### src/rtl/serial_rx_8_pkg.sv
// Shared types and constants for the 8-bit serial receiver.
package serial_rx_8_pkg;

   localparam int FRAME_BITS = 8;
   localparam int CNT_W      = 4;

   typedef enum logic [1:0] {
      IDLE = 2'd0,
      RECV = 2'd1,
      DONE = 2'd2
   } state_t;

endpackage

### src/rtl/serial_rx_8_bit_counter_4.sv
// Received-bit counter with a synchronous clear and an increment enable.
module bit_counter_4
   import serial_rx_8_pkg::*;
(
   input  logic             Clk,
   input  logic             Reset,
   input  logic             Clear,
   input  logic             Inc,
   output logic [CNT_W-1:0] Count
);

   always_ff @(posedge Clk) begin
      if (Reset || Clear)
         Count <= '0;
      else if (Inc)
         Count <= Count + CNT_W'(1);
   end

endmodule

### src/rtl/serial_rx_8.sv
// LSB-first serial-to-parallel receiver for one 8-bit frame per Start,
// holding the byte until Ack and flagging strobes that arrive meanwhile.
module serial_rx_8
   import serial_rx_8_pkg::*;
(
   input  logic                  Clk,
   input  logic                  Reset,
   input  logic                  Start,
   input  logic                  Ser_In,
   input  logic                  Ser_En,
   input  logic                  Ack,
   output logic [FRAME_BITS-1:0] Data_Out,
   output logic                  Valid,
   output logic                  Busy,
   output logic                  Overrun
);

   state_t                 state, next_state;
   logic [FRAME_BITS-1:0]  shift;
   logic [CNT_W-1:0]       count;
   logic                   cnt_clear, cnt_inc;
   logic                   shift_clear, shift_load;
   logic                   complete, set_overrun, clear_valid;

   bit_counter_4 u_bit_counter (
      .Clk   (Clk),
      .Reset (Reset),
      .Clear (cnt_clear),
      .Inc   (cnt_inc),
      .Count (count)
   );

   always_comb begin
      next_state  = state;
      cnt_clear   = 1'b0;
      cnt_inc     = 1'b0;
      shift_clear = 1'b0;
      shift_load  = 1'b0;
      complete    = 1'b0;
      set_overrun = 1'b0;
      clear_valid = 1'b0;
      unique case (state)
         IDLE: begin
            if (Start) begin
               next_state  = RECV;
               cnt_clear   = 1'b1;
               shift_clear = 1'b1;
            end
         end
         RECV: begin
            if (Ser_En) begin
               cnt_inc    = 1'b1;
               shift_load = 1'b1;
               if (count == CNT_W'(FRAME_BITS - 1)) begin
                  complete   = 1'b1;
                  next_state = DONE;
               end
            end
         end
         DONE: begin
            // A strobe here has no frame to land in; it is dropped and flagged.
            set_overrun = Ser_En;
            if (Ack) begin
               clear_valid = 1'b1;
               if (Start) begin
                  next_state  = RECV;
                  cnt_clear   = 1'b1;
                  shift_clear = 1'b1;
               end else begin
                  next_state = IDLE;
               end
            end
         end
         default: next_state = IDLE;
      endcase
   end

   always_ff @(posedge Clk) begin
      if (Reset) begin
         state    <= IDLE;
         shift    <= '0;
         Data_Out <= '0;
         Valid    <= 1'b0;
         Overrun  <= 1'b0;
      end else begin
         state <= next_state;
         if (shift_clear)
            shift <= '0;
         else if (shift_load)
            shift <= {Ser_In, shift[FRAME_BITS-1:1]};
         // The final bit goes straight into the output, not via the shifter.
         if (complete)
            Data_Out <= {Ser_In, shift[FRAME_BITS-1:1]};
         if (complete)
            Valid <= 1'b1;
         else if (clear_valid)
            Valid <= 1'b0;
         if (set_overrun)
            Overrun <= 1'b1;
      end
   end

   assign Busy = (state == RECV);

endmodule

### config.mk
export PLATFORM = sky130hd
export DESIGN_NAME = serial_rx_8
export DESIGN_NICKNAME = d
export VERILOG_FILES = /design/src/rtl/serial_rx_8_pkg.sv /design/src/rtl/serial_rx_8_bit_counter_4.sv /design/src/rtl/serial_rx_8.sv
export SDC_FILE = /design/constraint.sdc
export NUM_CORES = 1
export LEC_CHECK = 0
export ABC_AREA = 1
export CAP_MARGIN = 20
export CORE_ASPECT_RATIO = 0.7
export CORE_MARGIN = 2
export CORE_UTILIZATION = 45
export CTS_CLUSTER_SIZE = 28
export DETAILED_ROUTE_END_ITERATION = 10
export GPL_TIMING_DRIVEN = 1
export PLACE_DENSITY = 0.78
export RECOVER_POWER = 50
export SKIP_LAST_GASP = 1
export SYNTH_ARGS = -nofsm -noshare
export SYNTH_HDL_FRONTEND = slang
export SYNTH_SLANG_ARGS = --single-unit
### constraint.sdc
create_clock -name Clk -period 1.2 [get_ports Clk]
set_input_delay 0.36 -clock Clk [delete_from_list [all_inputs] [get_ports Clk]]
set_output_delay 0.36 -clock Clk [all_outputs]
set_load 0.03 [all_outputs]
==> summary.md <==
| Metric | Value |
|---|---|
| Outcome | finished with violations |
| Failing checks | negative setup slack |
| Remaining antenna violation count after routing | 0 |
| Die Area | 0.00254 mm² |
| Period utilization | 1.08 |
| Worst Min Path Start | Overrun |
| Initial antenna violation count | 0 |
| Final GP Congestion | 0.776 |
| Footprint of the multi-input gates | 454 µm² |
| Endpoint type of the worst setup path | primary output |
| Hold Path Sink | Overrun |
| CORE AREA | 0.00194 mm² |
| Inst Count DP | 182 |
| Initial DRC count | 31 |
| TritonCTS clock tree | yes |
| Worst min path class | flip-flop to flip-flop |
| PnR worst setup slack | -0.0928 ns |
| Register area share after synthesis | 0.476 |
| DRT Wirelength | 2120 µm |
| Final Critical Period | 1.29 ns |
| Die W | 59.4 µm |
| Syn_area_per_cell | 7.06 µm² |
| Num rows | 13 |
| WL per Instance | 11.1 µm |
| Max Fclk | 0.774 GHz |
| Max cap viols | 0 |
| Yosys reg bits | 23 |
| Reg2reg path depth | 7 |
| Startpoint Class | flip-flop |
| Overall routing resource usage | 0.178 |
| Clk_skew | 0.00890 ns |
| Clock-pin transition on the worst setup and hold timing paths | 0.12 ns |
| Layout fillers | 160 |
| Static Leakage | 0.611 nW |
| Worst Path Arrival | 0.93 ns |
| Setup CP Type | flip-flop to primary output |
| Peak supply drop | 0.685 mV |
| Sink Count | 23 |
| Clock buffer depth | 2 |
| Post-Syn Nets | 144 |
| Synth Instances | 137 |
| DR vias | 918 |
| Initial cell density of the core | 0.500 |
| Reg2Reg Setup Slack | 0.06 ns |
| Reg2reg end | Data_Out[3] |
| Reg area | 475 µm² |
| Tot Pwr | 0.00126 W |
| Hold_buf cts | 0 |
| Area contributors post-synth | dfxtp_1 48%, nand2_1 17%, nor2_1 7.8% |
| Worst Tran Pin Value | 0.211 ns |
| FF-to-FF Start | u_bit_counter.Count[1] |
| YS warnings | 0 |
| Vias in the first global route | 785 |
| P per Cell Area | 941 mW/mm² |
| Yosys cell types | 18 |
| Hold Path Stages | 2 |
| Final #Nets | 177 |
| Final hold viol count | 0 |
| Crit-path max cell delay | 0.37 ns |
| Worst hold slack | 0.458 ns |
| H-tree depth | 1 |
| Relative slew margins | 0.859 |
| Layout cells sized above 1 | 0.308 |
| Commonest non-fill, non-tap cell in the layout | nand2_1 |
| Slowest CP cell | dfxtp_1 |
| Fin. max-slew vios | 0 |
| Synthesized area | 967 µm² |
| Ports | 17 |
| WP data required | 0.84 ns |
| Fin Setup TNS | -0.0955 ns |
| Clk root buf | clkbuf_4 |
| Post-Layout Cell Count | 191 |
| Skew-Pair Late Insertion Delay | 0.32 ns |
| Post-synth top area cell | dfxtp_1 |
| DR DRC count | 0 |
| Pre-Repair DR Iteration Count | 4 |
| Cell Chain, Critical Path | nor2_4, buf_6 |
| Buffers on Ports | 16 |
| Diodes inserted | 0 |
| First-pass GRT wire length | 3350 µm |
| Inserted Clock Buffers | 3 |
| Worst Path Max Fanout | 3 |
| Largest net degree at the start of global routing | 14 |
| Share of the synthesized area in the top cell type | 0.476 |
| DP HPWL | 1380 µm |
| Die H | 42.8 µm |
| Commonest non-fill, non-tap cells in the layout | 43 x nand2_1, 20 x nor2_1, 17 x inv_1 |
| Via/cell ratio | 4.81 |
| GRT Residual Overflow | 0 |
| Layout area overhead | 38.3% |
| Setup-failing EPs final | 2 |
| Unrepaired setup endpoints after global routing | yes |
==> area by class of cell <==
type,count,share of cell area
well taps,22,0.0206
inverters,21,0.0589
flip-flops and latches,23,0.355
clock buffers,3,0.0168
multi-input cells,92,0.340
repair inverters,1,0.00561
repair buffers,28,0.199
clock inverters,1,0.00374
==> critical path, delay by kind of cell, from the launching register on <==
kind | cells | cell delay [ns]
flip-flops | 1 | 0.37
buffers and inverters | 1 | 0.13
AND/OR/NAND/NOR | 1 | 0.13
==> where the power goes <==
| part | internal, W | switching, W |
|---|---|---|
| clock network | 0.000125 | 0.000234 |
| logic | 0.0000578 | 0.0000680 |
| registers | 0.000769 | 0.00000442 |
| total | 0.000952 | 0.000307 |
==> worst max-delay path by stage <==
| stage | from | endpoint | slack, ns |
|---|---|---|---|
| after detailed placement | Ser_En | Data_Out[0] | -0.38 |
| after global routing | state[0] | Busy | -0.15 |
| after global placement | Ser_En | Data_Out[0] | -0.35 |
| final | state[1] | Busy | -0.09 |
| after floorplan | state[0] | Data_Out[1] | 0.02 |
| after CTS | state[0] | Busy | -0.12 |
==> metrics by stage <==
stage	utilization	setup WS, ns	instance area [µm²]
final	0.691	-0.0928	1340
after floorplan	-	0.0244	967
after global placement	0.609	-0.348	1180
after CTS	0.649	-0.122	1260
after global routing	0.691	-0.145	1340
after detailed placement	0.609	-0.380	1180
==> cells in the mapped netlist <==
cell type   n
ha_1        1
clkinv_1    1
buf_6       1
nor2_4      1
a21oi_1    14
buf_2       1
buf_4       1
nor3b_1     1
nand3_1     4
dfxtp_1    23
nor2_1     20
inv_2       2
nor2_2      2
nand2_1    43
nand3_4     1
inv_1      18
o21ai_0     2
nand2_2     1
==> flip-flops by register name, indices dropped and copies added, names as in the netlist <==
name and flops:
Data_Out 8, shift 7, u_bit_counter.Count 4, state 2
Overrun 1, Valid 1
==> kinds of logic (layout without fill, tap and decap cells) <==
group                    count (synthesis)  after routing  synth area share
AO/OA/AOI/OAI                           16             16            0.0828
AND/OR/NAND/NOR                         73             75             0.322
adder cells (fa/ha/maj)                  1              1            0.0129
buffers and inverters                   24             54             0.106
flip-flops                              23             23             0.476
==> routing by layer <==
layer / vias to the layer above / wire length (µm) / share of wire / track usage
li1: 484 / - / - / -
met1: 407 / 1020 / 0.48 / 0.226
met2: 22 / 964 / 0.46 / 0.286
met3: 5 / 109 / 0.052 / 0.0549
met4: 0 / 22 / 0.010 / 0.0545
met5: - / 0 / 0 / 0
==> what timing repair did <==
action	in CTS	in global routing
pin swaps	2	1
setup buffers	2	0
setup endpoints to repair	15	28
cloned	2	1
resized for setup	10	24
(Power assumes the default switching activity.)
